--- src/rtl/mfm_enc_if.sv ---
// mfm_enc_if: byte handshake and write-path signals between the FDC main FSM
// (master) and the MFM write encoder (slave).
//   iSTART      write enable; low clears the encoder to idle
//   iWR         one-cycle byte write strobe
//   iBYTE       byte to write, sampled with iWR
//   iMARK       byte is an A1 sync mark, sampled with iWR
//   oREADY      holding register empty (DRQ source)
//   oWDATA      MFM write pulse train
//   oWG         write gate
//   oLOST       one-cycle underrun pulse
//   oBYTE_DONE  one-cycle pulse when the last cell of a byte completes
interface mfm_enc_if;
  logic       iSTART;
  logic       iWR;
  logic [7:0] iBYTE;
  logic       iMARK;
  logic       oREADY;
  logic       oWDATA;
  logic       oWG;
  logic       oLOST;
  logic       oBYTE_DONE;

  modport master (
    output iSTART, iWR, iBYTE, iMARK,
    input  oREADY, oWDATA, oWG, oLOST, oBYTE_DONE
  );

  modport slave (
    input  iSTART, iWR, iBYTE, iMARK,
    output oREADY, oWDATA, oWG, oLOST, oBYTE_DONE
  );
endinterface

--- src/rtl/mfm_enc.sv ---
// mfm_enc: MFM write-path encoder. Bytes enter a one-deep holding register,
// are serialised MSB-first into 16 MFM cells (clock cell, data cell per bit)
// and emitted as fixed-width pulses on oWDATA. Supports A1 marks with a
// missing clock and flags underruns by sending a 0x00 filler byte.
//   iCLK      system clock, rising edge
//   iRESET_N  asynchronous active-low reset
//   bus       mfm_enc_if.slave handshake and write outputs
module mfm_enc #(
  parameter int unsigned CELL_CLKS  = 56,  // clocks per MFM cell, 8..255
  parameter int unsigned PULSE_CLKS = 8    // write pulse width, < CELL_CLKS
) (
  input  logic      iCLK,
  input  logic      iRESET_N,
  mfm_enc_if.slave  bus
);

  localparam logic [0:0] StIdle = 1'b0;
  localparam logic [0:0] StRun  = 1'b1;

  localparam logic [7:0] CellLast  = 8'(CELL_CLKS - 1);
  localparam logic [7:0] PulseClks = 8'(PULSE_CLKS);

  logic [0:0] state_q, state_d;
  logic [7:0] cnt_q, cnt_d;
  logic [3:0] idx_q, idx_d;
  logic [7:0] sr_q, sr_d;
  logic       mark_q, mark_d;
  logic       prev_q, prev_d;
  logic [7:0] hr_q, hr_d;
  logic       hr_mark_q, hr_mark_d;
  logic       hr_full_q, hr_full_d;
  logic       lost_q, lost_d;
  logic       done_q, done_d;

  logic data_bit, cell_val, cell_end, byte_end, run;

  assign run      = (state_q == StRun);
  // idx_q[3:1] selects the bit, MSB first
  assign data_bit = sr_q[3'd7 - idx_q[3:1]];
  // Cell index 10 is the clock cell of bit 5 from the MSB; A1 marks drop it.
  assign cell_val = idx_q[0] ? data_bit
                             : (~(prev_q | data_bit) & ~(mark_q && (idx_q == 4'd10)));
  assign cell_end = run && (cnt_q == CellLast);
  assign byte_end = cell_end && (idx_q == 4'd15);

  always_comb begin
    state_d   = state_q;
    cnt_d     = cnt_q;
    idx_d     = idx_q;
    sr_d      = sr_q;
    mark_d    = mark_q;
    prev_d    = prev_q;
    hr_d      = hr_q;
    hr_mark_d = hr_mark_q;
    hr_full_d = hr_full_q;
    lost_d    = 1'b0;
    done_d    = 1'b0;

    if (!bus.iSTART) begin
      state_d   = StIdle;
      cnt_d     = '0;
      idx_d     = '0;
      prev_d    = 1'b0;
      hr_full_d = 1'b0;
    end else begin
      unique case (state_q)
        StIdle: begin
          prev_d = 1'b0;
          if (hr_full_q) begin
            sr_d      = hr_q;
            mark_d    = hr_mark_q;
            hr_full_d = 1'b0;
            state_d   = StRun;
            cnt_d     = '0;
            idx_d     = '0;
          end
        end
        StRun: begin
          if (cell_end) begin
            cnt_d = '0;
            idx_d = idx_q + 4'd1;  // wraps 15 -> 0 into the next byte
            if (idx_q[0]) prev_d = data_bit;
            if (byte_end) begin
              done_d = 1'b1;
              if (hr_full_q) begin
                sr_d      = hr_q;
                mark_d    = hr_mark_q;
                hr_full_d = 1'b0;
              end else begin
                sr_d   = 8'h00;
                mark_d = 1'b0;
                lost_d = 1'b1;
              end
            end
          end else begin
            cnt_d = cnt_q + 8'd1;
          end
        end
        default: state_d = StIdle;
      endcase

      // Loads only into an empty HR, so a write in the same cycle as a
      // boundary transfer lands after the transfer (filler or not).
      if (bus.iWR && !hr_full_q) begin
        hr_d      = bus.iBYTE;
        hr_mark_d = bus.iMARK;
        hr_full_d = 1'b1;
      end
    end
  end

  always_ff @(posedge iCLK or negedge iRESET_N) begin
    if (!iRESET_N) begin
      state_q   <= StIdle;
      cnt_q     <= '0;
      idx_q     <= '0;
      sr_q      <= '0;
      mark_q    <= 1'b0;
      prev_q    <= 1'b0;
      hr_q      <= '0;
      hr_mark_q <= 1'b0;
      hr_full_q <= 1'b0;
      lost_q    <= 1'b0;
      done_q    <= 1'b0;
    end else begin
      state_q   <= state_d;
      cnt_q     <= cnt_d;
      idx_q     <= idx_d;
      sr_q      <= sr_d;
      mark_q    <= mark_d;
      prev_q    <= prev_d;
      hr_q      <= hr_d;
      hr_mark_q <= hr_mark_d;
      hr_full_q <= hr_full_d;
      lost_q    <= lost_d;
      done_q    <= done_d;
    end
  end

  assign bus.oREADY     = ~hr_full_q;
  assign bus.oWG        = run;
  assign bus.oWDATA     = run && cell_val && (cnt_q < PulseClks);
  assign bus.oLOST      = lost_q;
  assign bus.oBYTE_DONE = done_q;

endmodule

--- src/flat_wrapper.sv ---
// flat-port wrapper written by rule: the top's interface ports become plain ports
module mfm_enc_flat 
#(
  parameter int unsigned CELL_CLKS  = 56,                                
  parameter int unsigned PULSE_CLKS = 8                                     
)
  (iCLK, iRESET_N, bus_iSTART, bus_iWR, bus_iBYTE, bus_iMARK, bus_oREADY, bus_oWDATA, bus_oWG, bus_oLOST, bus_oBYTE_DONE);
  mfm_enc_if bus_i ();
  input  logic iCLK;
  input  logic iRESET_N;
  input wire logic [$bits(bus_i.iSTART)-1:0] bus_iSTART;
  input wire logic [$bits(bus_i.iWR)-1:0] bus_iWR;
  input wire logic [$bits(bus_i.iBYTE)-1:0] bus_iBYTE;
  input wire logic [$bits(bus_i.iMARK)-1:0] bus_iMARK;
  output wire logic [$bits(bus_i.oREADY)-1:0] bus_oREADY;
  output wire logic [$bits(bus_i.oWDATA)-1:0] bus_oWDATA;
  output wire logic [$bits(bus_i.oWG)-1:0] bus_oWG;
  output wire logic [$bits(bus_i.oLOST)-1:0] bus_oLOST;
  output wire logic [$bits(bus_i.oBYTE_DONE)-1:0] bus_oBYTE_DONE;
  assign bus_i.iSTART = bus_iSTART;
  assign bus_i.iWR = bus_iWR;
  assign bus_i.iBYTE = bus_iBYTE;
  assign bus_i.iMARK = bus_iMARK;
  assign bus_oREADY = bus_i.oREADY;
  assign bus_oWDATA = bus_i.oWDATA;
  assign bus_oWG = bus_i.oWG;
  assign bus_oLOST = bus_i.oLOST;
  assign bus_oBYTE_DONE = bus_i.oBYTE_DONE;
  mfm_enc #(.CELL_CLKS(CELL_CLKS), .PULSE_CLKS(PULSE_CLKS)) u_core (.iCLK(iCLK), .iRESET_N(iRESET_N), .bus(bus_i));
endmodule
--- config.mk ---
export PLATFORM = sky130hd
export DESIGN_NAME = mfm_enc_flat
export DESIGN_NICKNAME = d
export VERILOG_FILES = /design/src/rtl/mfm_enc_if.sv /design/src/rtl/mfm_enc.sv /design/src/flat_wrapper.sv
export SDC_FILE = /design/constraint.sdc
export NUM_CORES = 1
export LEC_CHECK = 0
export ABC_AREA = 1
export CORE_MARGIN = 10
export CORE_UTILIZATION = 60
export CTS_CLUSTER_DIAMETER = 40
export DETAILED_ROUTE_END_ITERATION = 10
export HOLD_SLACK_MARGIN = 0.05
export PLACE_DENSITY_LB_ADDON = 0.12
export REMOVE_ABC_BUFFERS = 1
export SLEW_MARGIN = 20
export SYNTH_ARGS = -nofsm -noshare
export SYNTH_HDL_FRONTEND = slang
export SYNTH_SLANG_ARGS = --single-unit
--- constraint.sdc ---
create_clock -name iCLK -period 3.91 [get_ports iCLK]
set_input_delay 0.782 -clock iCLK [delete_from_list [all_inputs] [get_ports iCLK]]
set_output_delay 0.782 -clock iCLK [all_outputs]
set_load 0.02 [all_outputs]
==> flow_summary.html, run 1 <==
<table>
<tr><th>Metric</th><th>Value</th></tr>
<tr><th colspan="2">Global routing</th></tr>
<tr><td>Global route overflow</td><td>0</td></tr>
<tr><td>Pin count of the biggest net entering global routing</td><td>36</td></tr>
<tr><td>Overall routing resource usage</td><td>approximately an eighth</td></tr>
<tr><td>Met3 global-route usage</td><td>about 3.5%</td></tr>
<tr><td>Initial antenna violation count</td><td>0</td></tr>
<tr><td>Routing usage on met2</td><td>20.08%</td></tr>
<tr><td>Wire length of the first global-routing pass</td><td>5837 µm</td></tr>
<tr><td>Met1 global-route usage</td><td>between 15 and 20%</td></tr>
<tr><td>Most crowded layer after global routing</td><td>met2</td></tr>
<tr><td>Number of global-route vias before repair</td><td>between 1000 and 1500</td></tr>
<tr><th colspan="2">Timing</th></tr>
<tr><td>Final Cycle Share</td><td>75.96%</td></tr>
<tr><td>Remaining max-slew budget at the tightest pin</td><td>about 64%</td></tr>
<tr><td>Number of endpoints failing setup at the final stage</td><td>0</td></tr>
<tr><td>RSZ-0062 raised after global routing</td><td>false</td></tr>
<tr><td>Highest clock frequency the design can meet</td><td>between 300 and 400 MHz</td></tr>
<tr><td>Minimum period implied by the final worst setup slack</td><td>2970 ps</td></tr>
<tr><td>Fin Setup TNS</td><td>0 ps</td></tr>
<tr><td>Count of final max-slew check failures</td><td>0</td></tr>
<tr><td>Final hold slack</td><td>around 480 ps</td></tr>
<tr><td>Transition time at the pin with the least slew margin</td><td>roughly 530 ps</td></tr>
<tr><td>Number of endpoints with negative hold slack in the final report</td><td>0</td></tr>
<tr><td>Maximum clock skew at final layout</td><td>about 12 ps</td></tr>
<tr><th colspan="2">CTS</th></tr>
<tr><td>Clock Latency Late Sink</td><td>340 ps</td></tr>
<tr><td>Maximum level of the CTS H-tree</td><td>2</td></tr>
<tr><td>Clock tree from TritonCTS</td><td>done</td></tr>
<tr><td>Maximum buffer depth of the clock tree</td><td>2</td></tr>
<tr><td>CTS Buf Count</td><td>5</td></tr>
<tr><td>Clock-pin slew on the worst setup and hold paths</td><td>about 100 ps</td></tr>
<tr><td>Root buffer cell</td><td>clkbuf_4</td></tr>
<tr><td>Sink count of the clock tree</td><td>35</td></tr>
<tr><td>Number of hold buffers added after cts</td><td>0</td></tr>
<tr><td>Setup Buffers After CTS</td><td>0</td></tr>
<tr><td>Post-cts gate resize count</td><td>0</td></tr>
<tr><th colspan="2">Floorplanning</th></tr>
<tr><td>I/O pins</td><td>18</td></tr>
<tr><td>Die span in x</td><td>around 75 µm</td></tr>
<tr><td>Initial Utilization</td><td>between 60 and 70%</td></tr>
<tr><td>Die Y-Extent</td><td>about 75 µm</td></tr>
<tr><td>Floorplan row count</td><td>19</td></tr>
<tr><td>Die footprint</td><td>5595 µm²</td></tr>
<tr><td>Area of the core</td><td>about 2800 µm²</td></tr>
<tr><th colspan="2">Layout</th></tr>
<tr><td>Final net count</td><td>~260</td></tr>
<tr><td>Synthesis-to-layout area growth</td><td>11.53%</td></tr>
<tr><td>Number of fillers in the final layout</td><td>240</td></tr>
<tr><td>Final core utilization</td><td>a little under three quarters</td></tr>
<tr><td>Leading cell type in the layout, fill and taps excluded</td><td>nand2_1</td></tr>
<tr><td>Leading cell types in the layout, fill and taps excluded</td><td>52 x nand2_1, 36 x inv_1, 35 x dfrtp_1</td></tr>
<tr><td>Fraction of final layout cells with drive strength greater than 1</td><td>between 8 and 9%</td></tr>
<tr><td>Diodes inserted</td><td>0</td></tr>
<tr><th colspan="2">Flow run</th></tr>
<tr><td>Max_cap viols</td><td>0</td></tr>
<tr><th colspan="2">Setup path</th></tr>
<tr><td>Worst R2R End</td><td>u_core.mark_q$_DFFE_PN0P_</td></tr>
<tr><td>Critical Path Sink</td><td>bus_oWDATA</td></tr>
<tr><td>Worst R2R Setup Slack</td><td>2230 ps</td></tr>
<tr><td>Launching point of the worst reg2reg path</td><td>u_core.idx_q[1]$_DFFE_PN0P_</td></tr>
<tr><td>Worst-path maximum fanout</td><td>10</td></tr>
<tr><td>Capturing element type of the critical path</td><td>output pin</td></tr>
<tr><td>Path depth of the worst reg2reg path</td><td>8</td></tr>
<tr><td>Startpoint type of the worst setup path</td><td>flip-flop</td></tr>
<tr><td>Crit Path Class</td><td>flip-flop to output pin</td></tr>
<tr><td>Launching instance or port of the critical path</td><td>u_core.idx_q[1]$_DFFE_PN0P_</td></tr>
<tr><td>Critical path required time</td><td>approximately 3100 ps</td></tr>
<tr><td>Worst Path Arrival</td><td>2190 ps</td></tr>
<tr><th colspan="2">Place</th></tr>
<tr><td>Routability cong.</td><td>approximately 0.86</td></tr>
<tr><td>Count of input and output buffers</td><td>17</td></tr>
<tr><td>HPWL Detailed</td><td>2456 µm</td></tr>
<tr><th colspan="2">Route</th></tr>
<tr><td>Total number of vias</td><td>between 1000 and 1500</td></tr>
<tr><td>First-pass DRT Iterations</td><td>4</td></tr>
<tr><td>Drt wl/cell</td><td>about 12 µm</td></tr>
<tr><td>Antenna violation net count after detailed routing</td><td>0</td></tr>
<tr><td>Via/cell ratio</td><td>roughly 5.1</td></tr>
<tr><td>Violation count after the first detailed-route iteration</td><td>100</td></tr>
<tr><td>Drt drc</td><td>0</td></tr>
<tr><td>Total length of routed wires</td><td>3347 µm</td></tr>
<tr><th colspan="2">Synthesis</th></tr>
<tr><td>Distinct cells, synth</td><td>25</td></tr>
<tr><td>Sequential share of the synthesized area</td><td>between 40% and 50%</td></tr>
<tr><td>Netlist area before placement</td><td>~1800 µm²</td></tr>
<tr><td>Number of cells produced by synthesis</td><td>230</td></tr>
<tr><td>YS warnings</td><td>0</td></tr>
<tr><td>Average cell area after synthesis</td><td>approximately 7.8 µm²</td></tr>
<tr><td>Number of synthesized register bits</td><td>35</td></tr>
<tr><th colspan="2">Power</th></tr>
<tr><td>Int Pwr</td><td>about 550 µW</td></tr>
<tr><td>Reported leakage power</td><td>roughly 0.0010 µW</td></tr>
<tr><td>Net switching share of the total power</td><td>approximately 31%</td></tr>
<tr><td>Clock network fraction of total power</td><td>22.0%</td></tr>
<tr><td>Net load switching power</td><td>between 200 and 250 µW</td></tr>
<tr><td>PwrDens</td><td>394.8 nW/µm²</td></tr>
<tr><td>Logic pwr share</td><td>a little over a fifth</td></tr>
<tr><td>Worst ir drop on vdd</td><td>0.2210 mV</td></tr>
<tr><td>Reg power frac</td><td>about 57%</td></tr>
<tr><th colspan="2">Worst hold path</th></tr>
<tr><td>Type of the worst min-delay path</td><td>flip-flop to flip-flop</td></tr>
<tr><th colspan="2">Status</th></tr>
<tr><td>Run status</td><td>finished clean</td></tr>
</table>
-- worst min path at each step --
stage / start / endpoint / slack [ps] / cells after the start
floorplan: u_core.sr_q[0]$_DFFE_PN0P_ / u_core.sr_q[0]$_DFFE_PN0P_ / 440 / 2
global placement: u_core.sr_q[5]$_DFFE_PN0P_ / u_core.sr_q[5]$_DFFE_PN0P_ / 460 / 2
detailed placement: u_core.sr_q[1]$_DFFE_PN0P_ / u_core.sr_q[1]$_DFFE_PN0P_ / 460 / 2
CTS: u_core.sr_q[1]$_DFFE_PN0P_ / u_core.sr_q[1]$_DFFE_PN0P_ / 480 / 2
global route: u_core.sr_q[1]$_DFFE_PN0P_ / u_core.sr_q[1]$_DFFE_PN0P_ / 510 / 2
finish: u_core.sr_q[1]$_DFFE_PN0P_ / u_core.sr_q[1]$_DFFE_PN0P_ / 480 / 2
-- registers in the layout, summed over array words and instances (netlist names) --
register               cells
u_core.hr_mark_q           1
u_core.mark_q              1
u_core.sr_q                8
u_core.bus.oWG             1
u_core.bus.oBYTE_DONE      1
u_core.prev_q              1
u_core.cnt_q               8
u_core.bus.oLOST           1
u_core.hr_full_q           1
u_core.idx_q               4
u_core.hr_q                8
-- cells in the mapped netlist --
| library cell | number | area share [%] |
|---|---|---|
| o21ai_1 | 7 | 1.9 |
| inv_1 | 36 | 7.5 |
| nor3b_1 | 2 | 0.83 |
| xnor2_1 | 1 | 0.49 |
| a22o_1 | 1 | 0.49 |
| inv_2 | 3 | 0.62 |
| ha_1 | 3 | 2.1 |
| nor2_1 | 29 | 6.0 |
| o21ai_0 | 4 | 1.1 |
| nand3_4 | 1 | 0.97 |
| nand3_2 | 3 | 1.7 |
| nand2_2 | 5 | 1.7 |
| nand4_1 | 3 | 1.0 |
| nor4_1 | 1 | 0.35 |
| nand2_1 | 52 | 11 |
| nand3_1 | 18 | 5.0 |
| buf_4 | 1 | 0.42 |
| dfrtp_1 | 35 | 49 |
| a21oi_1 | 13 | 3.6 |
| nor3_2 | 1 | 0.56 |
| xor2_1 | 1 | 0.49 |
| nor3_1 | 2 | 0.56 |
| buf_6 | 2 | 1.2 |
| buf_2 | 4 | 1.1 |
| or2_2 | 2 | 0.69 |
-- routing by layer --
layer	part of all wire (%)	wire [µm]	up-vias
met2	43	1434	24
met4	1.8	61	0
li1	-	-	748
met1	52	1741	626
met5	0	0	-
met3	3.3	109	7
-- power by group through the flow --
stage / registers, µW / clock network (µW) / logic (µW)
floorplan: 451 / 0 / 117
global placement: 455 / 0 / 166
detailed placement: 458 / 0 / 171
CTS: 450 / 180 / 172
global route: 460 / 196 / 200
finish: 450 / 175 / 169
-- stage by stage --
step | std cells | cell area (µm²) | worst slack, ps | power [µW]
detailed placement | 272 | 1968 | 1339 | 628.8
global route | 278 | 2009 | 743.9 | 855.2
floorplan | 223 | 1752 | 1873 | 567.6
finish | 278 | 2009 | 939.8 | 793.4
CTS | 278 | 2009 | 951.0 | 802.3
global placement | 272 | 1968 | 1383 | 620.8
-- worst max-delay path, cell delays in order, from the launching register on --
cell,delay [ps]
dfrtp_1,500
inv_1,160
nand2_1,60
nand3_1,80
nand2_1,60
inv_1,60
nand2_1,90
nand2_1,80
nand2_1,50
nor2_1,110
clkdlybuf4s50_1,610
-- layout make-up --
| class | count | area (µm²) | share of cell area [%] |
|---|---|---|---|
| well taps | 31 | 38.79 | 1.930 |
| repair buffers | 18 | 177.7 | 8.842 |
| inverters | 39 | 146.4 | 7.285 |
| flip-flops and latches | 35 | 875.8 | 43.59 |
| multi-input cells | 149 | 729.5 | 36.30 |
| clock buffers | 6 | 41.29 | 2.055 |
-- cell families after synthesis --
family | share of synthesized area, %
flops | 48.61
fa+ha+maj | 2.084
compound gates | 7.153
xor+xnor | 0.9724
buf+inv | 10.90
simple gates | 30.28
No activity file was read; power rests on OpenSTA's default activity.
==> run 2, diff against run 1 <==
Settings changed: CORE_UTILIZATION 60 to 56.
Clock period 3.91 ns to 2.95 ns, I/O delays scaled along.
==> run 2 against run 1 <==
Compared with the run above: clock power grew 50%; total power grew 37%; critical endpoint unchanged; highest routed layer unchanged; flip-flop and latch count is the same; routed wire length grew 1.5%; sequential share of layout area shrank 0.67 points; critical path depth is the same; largest power group unchanged.
==> flow_summary.html, run 2 (same netlist as run 1, synthesis figures left out) <==
<table>
<tr><th>Metric</th><th>Value</th></tr>
<tr><th colspan="2">Setup path</th></tr>
<tr><td>Worst R2R Setup Slack</td><td>1290 ps (was 2230 ps)</td></tr>
<tr><td>Startpoint type of the worst setup path</td><td>flip-flop (unchanged)</td></tr>
<tr><td>Capturing element type of the critical path</td><td>output pin (unchanged)</td></tr>
<tr><td>Path depth of the worst reg2reg path</td><td>8 (unchanged)</td></tr>
<tr><td>Critical-path cell with the highest stage delay</td><td>clkdlybuf4s50_1 (unchanged)</td></tr>
<tr><td>Worst-path maximum fanout</td><td>10 (unchanged)</td></tr>
<tr><td>Worst R2R End</td><td>u_core.mark_q$_DFFE_PN0P_ (unchanged)</td></tr>
<tr><td>CP peak stage delay</td><td>610 ps (about the same)</td></tr>
<tr><td>Kind of cell adding the most delay to the critical path</td><td>buffers and inverters (unchanged)</td></tr>
<tr><td>Critical path required time</td><td>2360 ps (was 3130 ps)</td></tr>
<tr><td>Launching point of the worst reg2reg path</td><td>u_core.idx_q[1]$_DFFE_PN0P_ (unchanged)</td></tr>
<tr><td>Critical path's most frequent cell</td><td>nand2_1 (unchanged)</td></tr>
<tr><td>Stages on the worst setup path</td><td>10 (unchanged)</td></tr>
<tr><td>Worst Path Arrival</td><td>2180 ps (was 2190 ps)</td></tr>
<tr><td>Total buffers and inverters traversed by the critical path</td><td>3 (unchanged)</td></tr>
<tr><td>Crit Path Class</td><td>flip-flop to output pin (unchanged)</td></tr>
<tr><td>Chain of cells forming the critical path</td><td>inv_1 &gt; nand2_1 &gt; nand3_1 &gt; nand2_1 &gt; inv_1 &gt; nand2_1 &gt; nand2_1 &gt; nand2_1 &gt; nor2_1 &gt; clkdlybuf4s50_1 (unchanged)</td></tr>
<tr><th colspan="2">Power</th></tr>
<tr><td>PwrDens</td><td>531.0 nW/µm² (was 394.8 nW/µm²)</td></tr>
<tr><td>Int Pwr</td><td>752.3 µW (was 547.8 µW)</td></tr>
<tr><td>Reported leakage power</td><td>0.001052 µW (was 0.001042 µW)</td></tr>
<tr><td>Net load switching power</td><td>331.2 µW (was 245.5 µW)</td></tr>
<tr><td>Worst ir drop on vdd</td><td>0.2986 mV (was 0.2210 mV)</td></tr>
<tr><td>Logic pwr share</td><td>20.7% (was 21.2%)</td></tr>
<tr><td>Clock network fraction of total power</td><td>24.2% (was 22.0%)</td></tr>
<tr><td>Reg power frac</td><td>55.1% (was 56.7%)</td></tr>
<tr><td>Net switching share of the total power</td><td>30.57% (was 30.95%)</td></tr>
<tr><th colspan="2">Layout</th></tr>
<tr><td>Leading cell types in the layout, fill and taps excluded</td><td>52 x nand2_1, 36 x inv_1, 35 x dfrtp_1 (unchanged)</td></tr>
<tr><td>Fraction of final layout cells with drive strength greater than 1</td><td>9.274% (was 8.502%)</td></tr>
<tr><td>Non-filler instance count after layout</td><td>292 (was 278)</td></tr>
<tr><td>Final net count</td><td>264 (unchanged)</td></tr>
<tr><td>Synthesis-to-layout area growth</td><td>13.26% (was 11.53%)</td></tr>
<tr><td>Diodes inserted</td><td>0 (unchanged)</td></tr>
<tr><td>Leading cell type in the layout, fill and taps excluded</td><td>nand2_1 (unchanged)</td></tr>
<tr><td>Regs by FF count</td><td>u_core.cnt_q: 8 flops, u_core.hr_q: 8 flops, u_core.sr_q: 8 flops (unchanged)</td></tr>
<tr><th colspan="2">Global routing</th></tr>
<tr><td>Number of global-route vias before repair</td><td>1317 (was 1358)</td></tr>
<tr><td>Wire length of the first global-routing pass</td><td>5892 µm (was 5837 µm)</td></tr>
<tr><td>Overall routing resource usage</td><td>12.03% (was 13.21%)</td></tr>
<tr><td>Global route overflow</td><td>0 (unchanged)</td></tr>
<tr><td>Initial antenna violation count</td><td>0 (unchanged)</td></tr>
<tr><td>Pin count of the biggest net entering global routing</td><td>36 (unchanged)</td></tr>
<tr><th colspan="2">Status</th></tr>
<tr><td>Run status</td><td>finished clean (unchanged)</td></tr>
<tr><th colspan="2">Worst hold path</th></tr>
<tr><td>Startpoint of the most critical hold path</td><td>u_core.sr_q[0]$_DFFE_PN0P_ (was u_core.sr_q[1]$_DFFE_PN0P_)</td></tr>
<tr><td>Sink of the worst hold path</td><td>u_core.sr_q[0]$_DFFE_PN0P_ (was u_core.sr_q[1]$_DFFE_PN0P_)</td></tr>
<tr><td>Type of the worst min-delay path</td><td>flip-flop to flip-flop (unchanged)</td></tr>
<tr><td>Instance count along the most critical hold path</td><td>2 (unchanged)</td></tr>
<tr><th colspan="2">CTS</th></tr>
<tr><td>Post-cts gate resize count</td><td>0 (unchanged)</td></tr>
<tr><td>Clock-pin slew on the worst setup and hold paths</td><td>100 ps (about the same)</td></tr>
<tr><td>Clock tree from TritonCTS</td><td>done (unchanged)</td></tr>
<tr><td>Root buffer cell</td><td>clkbuf_4 (unchanged)</td></tr>
<tr><td>CTS Buf Count</td><td>5 (unchanged)</td></tr>
<tr><td>Maximum buffer depth of the clock tree</td><td>2 (unchanged)</td></tr>
<tr><td>Clock Latency Late Sink</td><td>330 ps (was 340 ps)</td></tr>
<tr><td>Setup Buffers After CTS</td><td>0 (unchanged)</td></tr>
<tr><td>Sink count of the clock tree</td><td>35 (unchanged)</td></tr>
<tr><td>Number of hold buffers added after cts</td><td>0 (unchanged)</td></tr>
<tr><td>Maximum level of the CTS H-tree</td><td>2 (unchanged)</td></tr>
<tr><th colspan="2">Place</th></tr>
<tr><td>Pre-CTS worst setup slack</td><td>553.2 ps (was 1339 ps)</td></tr>
<tr><td>Cell Count Post-Placement</td><td>285 (was 272)</td></tr>
<tr><td>Count of input and output buffers</td><td>17 (unchanged)</td></tr>
<tr><td>Routability cong.</td><td>0.8649 (was 0.8576)</td></tr>
<tr><td>HPWL Detailed</td><td>2517 µm (was 2456 µm)</td></tr>
<tr><th colspan="2">Flow run</th></tr>
<tr><td>Max_cap viols</td><td>0 (unchanged)</td></tr>
<tr><th colspan="2">Timing</th></tr>
<tr><td>Number of endpoints failing setup at the final stage</td><td>0 (unchanged)</td></tr>
<tr><td>Maximum clock skew at final layout</td><td>8.559 ps (was 11.64 ps)</td></tr>
<tr><td>Count of final max-slew check failures</td><td>0 (unchanged)</td></tr>
<tr><td>Transition time at the pin with the least slew margin</td><td>507.8 ps (was 533.6 ps)</td></tr>
<tr><td>Fin Setup TNS</td><td>0 ps (unchanged)</td></tr>
<tr><td>Highest clock frequency the design can meet</td><td>about 360 MHz</td></tr>
<tr><td>Number of endpoints with negative hold slack in the final report</td><td>0 (unchanged)</td></tr>
<tr><td>Final Cycle Share</td><td>between 90 and 100%</td></tr>
<tr><td>Remaining max-slew budget at the tightest pin</td><td>66.02% (was 64.30%)</td></tr>
<tr><td>Final Worst Setup Slack</td><td>183.6 ps (was 939.8 ps)</td></tr>
<tr><td>RSZ-0062 raised after global routing</td><td>false (unchanged)</td></tr>
<tr><td>Minimum period implied by the final worst setup slack</td><td>2766 ps</td></tr>
<tr><th colspan="2">Route</th></tr>
<tr><td>Total number of vias</td><td>1420 (was 1405)</td></tr>
<tr><td>Violation count after the first detailed-route iteration</td><td>114 (was 100)</td></tr>
<tr><td>Via/cell ratio</td><td>4.863 (was 5.054)</td></tr>
<tr><td>Drt wl/cell</td><td>11.63 µm (was 12.04 µm)</td></tr>
<tr><td>First-pass DRT Iterations</td><td>4 (unchanged)</td></tr>
<tr><td>Total length of routed wires</td><td>3397 µm (was 3347 µm)</td></tr>
<tr><td>Drt drc</td><td>0 (unchanged)</td></tr>
<tr><td>Antenna violation net count after detailed routing</td><td>0 (unchanged)</td></tr>
<tr><th colspan="2">Floorplanning</th></tr>
<tr><td>Die span in x</td><td>76.72 µm (was 74.80 µm)</td></tr>
<tr><td>Die Y-Extent</td><td>76.72 µm (was 74.80 µm)</td></tr>
<tr><td>Area of the core</td><td>3078 µm² (was 2805 µm²)</td></tr>
<tr><td>Initial Utilization</td><td>58.54% (was 64.23%)</td></tr>
<tr><td>Floorplan row count</td><td>20 (was 19)</td></tr>
<tr><td>Die footprint</td><td>5886 µm² (was 5595 µm²)</td></tr>
<tr><td>I/O pins</td><td>18 (unchanged)</td></tr>
</table>
run 2: cell count changes in the layout (fill, tap and decap cells not counted):
cell,before,now
clkbuf_1,1,0
clkbuf_8,0,1
clkinv_2,0,1
run 2: worst reg2reg max path, stage by stage, from the launching register on:
cell and delay [ps]:
dfrtp_1 540, ha_1 230, nand2_1 90, nor3_2 130, nand2_2 90, nand2_2 170, nand2_2 160, nand2_1 100
nand2_1 60
run 2: per-stage QoR:
stage	util (%)	instance area [µm²]	hold WS, ps	total power, µW
2_1_floorplan	-	1752	294.4	752.3
3_5_place_dp	64.47	1984	459.1	834.2
5_1_grt	66.30	2041	494.1	1161
6_report	66.30	2041	479.4	1084
3_3_place_gp	64.47	1984	455.3	823.1
4_1_cts	66.30	2041	485.8	1102
run 2: worst max-delay path by stage:
stage                                            from          to  slack (ps)
after global placement    u_core.idx_q[0]$_DFFE_PN0P_  bus_oWDATA         620
after floorplan           u_core.idx_q[0]$_DFFE_PN0P_  bus_oWDATA        1100
after detailed placement  u_core.idx_q[1]$_DFFE_PN0P_  bus_oWDATA         550
after CTS                 u_core.idx_q[1]$_DFFE_PN0P_  bus_oWDATA         170
after global routing      u_core.idx_q[1]$_DFFE_PN0P_  bus_oWDATA          10
final                     u_core.idx_q[1]$_DFFE_PN0P_  bus_oWDATA         180
run 2: power groups by stage:
stage                     registers [µW]  clock network (µW)  logic, µW
after floorplan                      597                   0        155
after global placement               602                   0        221
after detailed placement             607                   0        227
after CTS                            598                 276        228
after global routing                 607                 292        262
final                                597                 263        224
run 2: metal layers:
layer | track usage [%] | part of all wire (%)
met5 | 0 | 0
met2 | 17.20 | 43
met1 | 16.29 | 52
met4 | 4.089 | 0.32
met3 | 4.312 | 4.6
run 2: area by class of cell:
cell class              count  area [µm²]
clock inverters             1       5.005
multi-input cells         149       729.5
repair buffers             18       177.7
clock buffers               6       51.30
well taps                  44       55.05
flip-flops and latches     35       875.8
fillers                   308        1037
inverters                  39       146.4
==> run 3, diff against run 2 <==
Clock period 2.95 ns to 2.75 ns, I/O delays scaled along.
==> run 3 against run 2 <==
Compared with the run above: cell count increased by 1.0%; largest cell class unchanged; critical path depth decreased by 3; non-clock buffer count increased by 2; via count increased by 1.4%; core utilization increased by 2.0 points; routed wire length decreased by 1.3%; first-iteration DRC count decreased by 0.88%; flip-flop and latch count unchanged.
==> flow_summary.html, run 3 (same netlist as run 1, synthesis figures left out) <==
<table>
<tr><th>Metric</th><th>Value</th></tr>
<tr><th colspan="2">Setup path</th></tr>
<tr><td>Worst-path maximum fanout</td><td>7 (was 10)</td></tr>
<tr><td>Capturing element type of the critical path</td><td>output pin (unchanged)</td></tr>
<tr><td>Startpoint type of the worst setup path</td><td>flip-flop (unchanged)</td></tr>
<tr><td>Critical path required time</td><td>2200 ps (was 2360 ps)</td></tr>
<tr><td>Critical Path Sink</td><td>bus_oWDATA (unchanged)</td></tr>
<tr><td>Crit Path Class</td><td>flip-flop to output pin (unchanged)</td></tr>
<tr><td>Critical-path cell with the highest stage delay</td><td>dfrtp_1 (was clkdlybuf4s50_1)</td></tr>
<tr><td>Critical path's most frequent cell</td><td>nor2_1 (was nand2_1)</td></tr>
<tr><td>Chain of cells forming the critical path</td><td>inv_1 &gt; ha_1 &gt; nand3_1 &gt; nor3b_1 &gt; nor2_1 &gt; nor2_1 &gt; dlygate4sd2_1 (was inv_1 &gt; nand2_1 &gt; nand3_1 &gt; nand2_1 &gt; inv_1 &gt; nand2_1 &gt; nand2_1 &gt; nand2_1 &gt; nor2_1 &gt; clkdlybuf4s50_1)</td></tr>
<tr><td>Stages on the worst setup path</td><td>7 (was 10)</td></tr>
<tr><td>Worst R2R Setup Slack</td><td>1090 ps (was 1290 ps)</td></tr>
<tr><td>Worst R2R End</td><td>u_core.sr_q[5]$_DFFE_PN0P_ (was u_core.mark_q$_DFFE_PN0P_)</td></tr>
<tr><td>Path depth of the worst reg2reg path</td><td>8 (unchanged)</td></tr>
<tr><td>CP peak stage delay</td><td>480 ps (was 610 ps)</td></tr>
<tr><td>Worst Path Arrival</td><td>1920 ps (was 2180 ps)</td></tr>
<tr><td>Launching point of the worst reg2reg path</td><td>u_core.idx_q[1]$_DFFE_PN0P_ (unchanged)</td></tr>
<tr><td>Kind of cell adding the most delay to the critical path</td><td>flip-flops (was buffers and inverters)</td></tr>
<tr><td>Launching instance or port of the critical path</td><td>u_core.idx_q[0]$_DFFE_PN0P_ (was u_core.idx_q[1]$_DFFE_PN0P_)</td></tr>
<tr><td>Total buffers and inverters traversed by the critical path</td><td>2 (was 3)</td></tr>
<tr><th colspan="2">Layout</th></tr>
<tr><td>Synthesis-to-layout area growth</td><td>16.74% (was 13.26%)</td></tr>
<tr><td>Number of fillers in the final layout</td><td>267 (was 308)</td></tr>
<tr><td>Sequential cell area in the final layout</td><td>875.8 µm² (unchanged)</td></tr>
<tr><td>Combined area of the multi-input logic cells</td><td>729.5 µm² (unchanged)</td></tr>
<tr><td>Leading cell types in the layout, fill and taps excluded</td><td>52 x nand2_1, 36 x inv_1, 35 x dfrtp_1 (unchanged)</td></tr>
<tr><td>Non-filler instance count after layout</td><td>295 (was 292)</td></tr>
<tr><td>Leading cell type in the layout, fill and taps excluded</td><td>nand2_1 (unchanged)</td></tr>
<tr><td>Regs by FF count</td><td>u_core.cnt_q: 8 flops, u_core.hr_q: 8 flops, u_core.sr_q: 8 flops (unchanged)</td></tr>
<tr><td>Final net count</td><td>266 (was 264)</td></tr>
<tr><td>Diodes inserted</td><td>0 (unchanged)</td></tr>
<tr><td>Fraction of final layout cells with drive strength greater than 1</td><td>10.36% (was 9.274%)</td></tr>
<tr><th colspan="2">Global routing</th></tr>
<tr><td>Global route overflow</td><td>0 (unchanged)</td></tr>
<tr><td>Wire length of the first global-routing pass</td><td>6051 µm (was 5892 µm)</td></tr>
<tr><td>Pin count of the biggest net entering global routing</td><td>36 (unchanged)</td></tr>
<tr><td>Overall routing resource usage</td><td>12.20% (was 12.03%)</td></tr>
<tr><td>Number of global-route vias before repair</td><td>1367 (was 1317)</td></tr>
<tr><td>Initial antenna violation count</td><td>0 (unchanged)</td></tr>
<tr><th colspan="2">Floorplanning</th></tr>
<tr><td>Area of the core</td><td>3078 µm² (unchanged)</td></tr>
<tr><td>Die footprint</td><td>5886 µm² (unchanged)</td></tr>
<tr><td>Die Y-Extent</td><td>76.72 µm (unchanged)</td></tr>
<tr><td>Initial Utilization</td><td>58.54% (unchanged)</td></tr>
<tr><td>Die span in x</td><td>76.72 µm (unchanged)</td></tr>
<tr><td>I/O pins</td><td>18 (unchanged)</td></tr>
<tr><td>Floorplan row count</td><td>20 (unchanged)</td></tr>
<tr><th colspan="2">Route</th></tr>
<tr><td>Drt drc</td><td>0 (unchanged)</td></tr>
<tr><td>Violation count after the first detailed-route iteration</td><td>113 (was 114)</td></tr>
<tr><td>Total length of routed wires</td><td>3354 µm (was 3397 µm)</td></tr>
<tr><td>First-pass DRT Iterations</td><td>4 (unchanged)</td></tr>
<tr><td>Antenna violation net count after detailed routing</td><td>0 (unchanged)</td></tr>
<tr><td>Total number of vias</td><td>1440 (was 1420)</td></tr>
<tr><td>Via/cell ratio</td><td>4.881 (was 4.863)</td></tr>
<tr><td>Drt wl/cell</td><td>11.37 µm (was 11.63 µm)</td></tr>
<tr><th colspan="2">Flow run</th></tr>
<tr><td>Max_cap viols</td><td>0 (unchanged)</td></tr>
<tr><th colspan="2">Timing</th></tr>
<tr><td>Fin Setup TNS</td><td>0 ps (unchanged)</td></tr>
<tr><td>RSZ-0062 raised after global routing</td><td>false (unchanged)</td></tr>
<tr><td>Final hold slack</td><td>485.1 ps (was 479.4 ps)</td></tr>
<tr><td>Maximum clock skew at final layout</td><td>19.69 ps (was 8.559 ps)</td></tr>
<tr><td>Number of endpoints with negative hold slack in the final report</td><td>0 (unchanged)</td></tr>
<tr><td>Minimum period implied by the final worst setup slack</td><td>between 2000 and 2500 ps</td></tr>
<tr><td>Final Worst Setup Slack</td><td>280.8 ps (was 183.6 ps)</td></tr>
<tr><td>Transition time at the pin with the least slew margin</td><td>532.9 ps (was 507.8 ps)</td></tr>
<tr><td>Highest clock frequency the design can meet</td><td>between 400 and 500 MHz</td></tr>
<tr><td>Number of endpoints failing setup at the final stage</td><td>0 (unchanged)</td></tr>
<tr><td>Remaining max-slew budget at the tightest pin</td><td>64.34% (was 66.02%)</td></tr>
<tr><td>Count of final max-slew check failures</td><td>0 (unchanged)</td></tr>
<tr><td>Final Cycle Share</td><td>89.79%</td></tr>
<tr><th colspan="2">Place</th></tr>
<tr><td>Cell Count Post-Placement</td><td>287 (was 285)</td></tr>
<tr><td>HPWL Detailed</td><td>2498 µm (was 2517 µm)</td></tr>
<tr><td>Routability cong.</td><td>0.8692 (was 0.8649)</td></tr>
<tr><td>Count of input and output buffers</td><td>17 (unchanged)</td></tr>
<tr><td>Pre-CTS worst setup slack</td><td>400.0 ps (was 553.2 ps)</td></tr>
<tr><th colspan="2">Power</th></tr>
<tr><td>Reported leakage power</td><td>0.001083 µW (was 0.001052 µW)</td></tr>
<tr><td>PwrDens</td><td>638.0 nW/µm² (was 531.0 nW/µm²)</td></tr>
<tr><td>Reg power frac</td><td>47.6% (was 55.1%)</td></tr>
<tr><td>Clock network fraction of total power</td><td>34.3% (was 24.2%)</td></tr>
<tr><td>Logic pwr share</td><td>18.0% (was 20.7%)</td></tr>
<tr><td>Worst ir drop on vdd</td><td>0.3817 mV (was 0.2986 mV)</td></tr>
<tr><td>Int Pwr</td><td>972.1 µW (was 752.3 µW)</td></tr>
<tr><td>Net load switching power</td><td>369.8 µW (was 331.2 µW)</td></tr>
<tr><td>Net switching share of the total power</td><td>27.56% (was 30.57%)</td></tr>
<tr><th colspan="2">CTS</th></tr>
<tr><td>Sink count of the clock tree</td><td>35 (unchanged)</td></tr>
<tr><td>Clock Latency Late Sink</td><td>340 ps (was 330 ps)</td></tr>
<tr><td>CTS Buf Count</td><td>5 (unchanged)</td></tr>
<tr><td>Maximum level of the CTS H-tree</td><td>2 (unchanged)</td></tr>
<tr><td>Clock tree from TritonCTS</td><td>done (unchanged)</td></tr>
<tr><td>Clock-pin slew on the worst setup and hold paths</td><td>120 ps (was 100 ps)</td></tr>
<tr><td>Maximum buffer depth of the clock tree</td><td>2 (unchanged)</td></tr>
<tr><td>Setup Buffers After CTS</td><td>0 (unchanged)</td></tr>
<tr><td>Root buffer cell</td><td>clkbuf_4 (unchanged)</td></tr>
<tr><th colspan="2">Status</th></tr>
<tr><td>Run status</td><td>finished clean (unchanged)</td></tr>
<tr><th colspan="2">Worst hold path</th></tr>
<tr><td>Type of the worst min-delay path</td><td>flip-flop to flip-flop (unchanged)</td></tr>
</table>
## run 3: layout make-up
type,instances,share of cell area [%]
Clock buffer,5,1.785
Sequential cell,35,41.64
Multi-Input combinational cell,149,34.68
Clock inverter,3,3.212
Timing Repair Buffer,20,9.102
Inverter,39,6.960
Tap cell,44,2.617
## run 3: per-stage QoR
step | area, µm² | total power, µW | utilization, %
floorplan | 1752 | 807.0 | -
global placement | 1999 | 886.2 | 64.96
detailed placement | 1999 | 894.7 | 64.96
CTS | 2103 | 1352 | 68.33
global route | 2103 | 1432 | 68.33
finish | 2103 | 1342 | 68.33
## run 3: power by group through the flow
stage                     clock (µW)  sequential [µW]  combinational (µW)
after floorplan                    0              641                 166
after global placement             0              646                 240
after detailed placement           0              649                 245
after CTS                        467              639                 246
after global routing             498              649                 285
final                            461              639                 242
## run 3: repair_timing
item                       CTS  global route
resized for setup            1             0
hold endpoints to repair     0             0
hold buffers                 0             0
setup endpoints to repair    1             0
## run 3: how the worst min path moves through the flow
stage	startpoint	end	slack (ps)	depth (start not counted)
2_1_floorplan	iRESET_N	u_core.bus.oBYTE_DONE$_DFF_PN0_	250	0
5_1_grt	u_core.sr_q[2]$_DFFE_PN0P_	u_core.sr_q[2]$_DFFE_PN0P_	510	2
3_3_place_gp	u_core.sr_q[6]$_DFFE_PN0P_	u_core.sr_q[6]$_DFFE_PN0P_	460	2
6_report	u_core.sr_q[2]$_DFFE_PN0P_	u_core.sr_q[2]$_DFFE_PN0P_	490	2
4_1_cts	u_core.sr_q[6]$_DFFE_PN0P_	u_core.sr_q[6]$_DFFE_PN0P_	490	2
3_5_place_dp	u_core.sr_q[6]$_DFFE_PN0P_	u_core.sr_q[6]$_DFFE_PN0P_	460	2
## run 3: worst register-to-register path, stage by stage (launching register included)
cell,delay (ps)
dfrtp_1,530
ha_1,220
nand2_1,90
nor3_2,140
nand2_2,100
nand2_2,180
nand2_2,160
nand2_1,110
nand2_1,50
## run 3: layer usage
metal	part of all wire, %	vias to the layer above	track usage, %	routed length [µm]
li1	-	758	-	-
met1	51	647	15.72	1713
met2	42	28	18.21	1420
met3	4.8	7	3.846	162
met4	1.7	0	5.390	57
met5	0	-	0	0
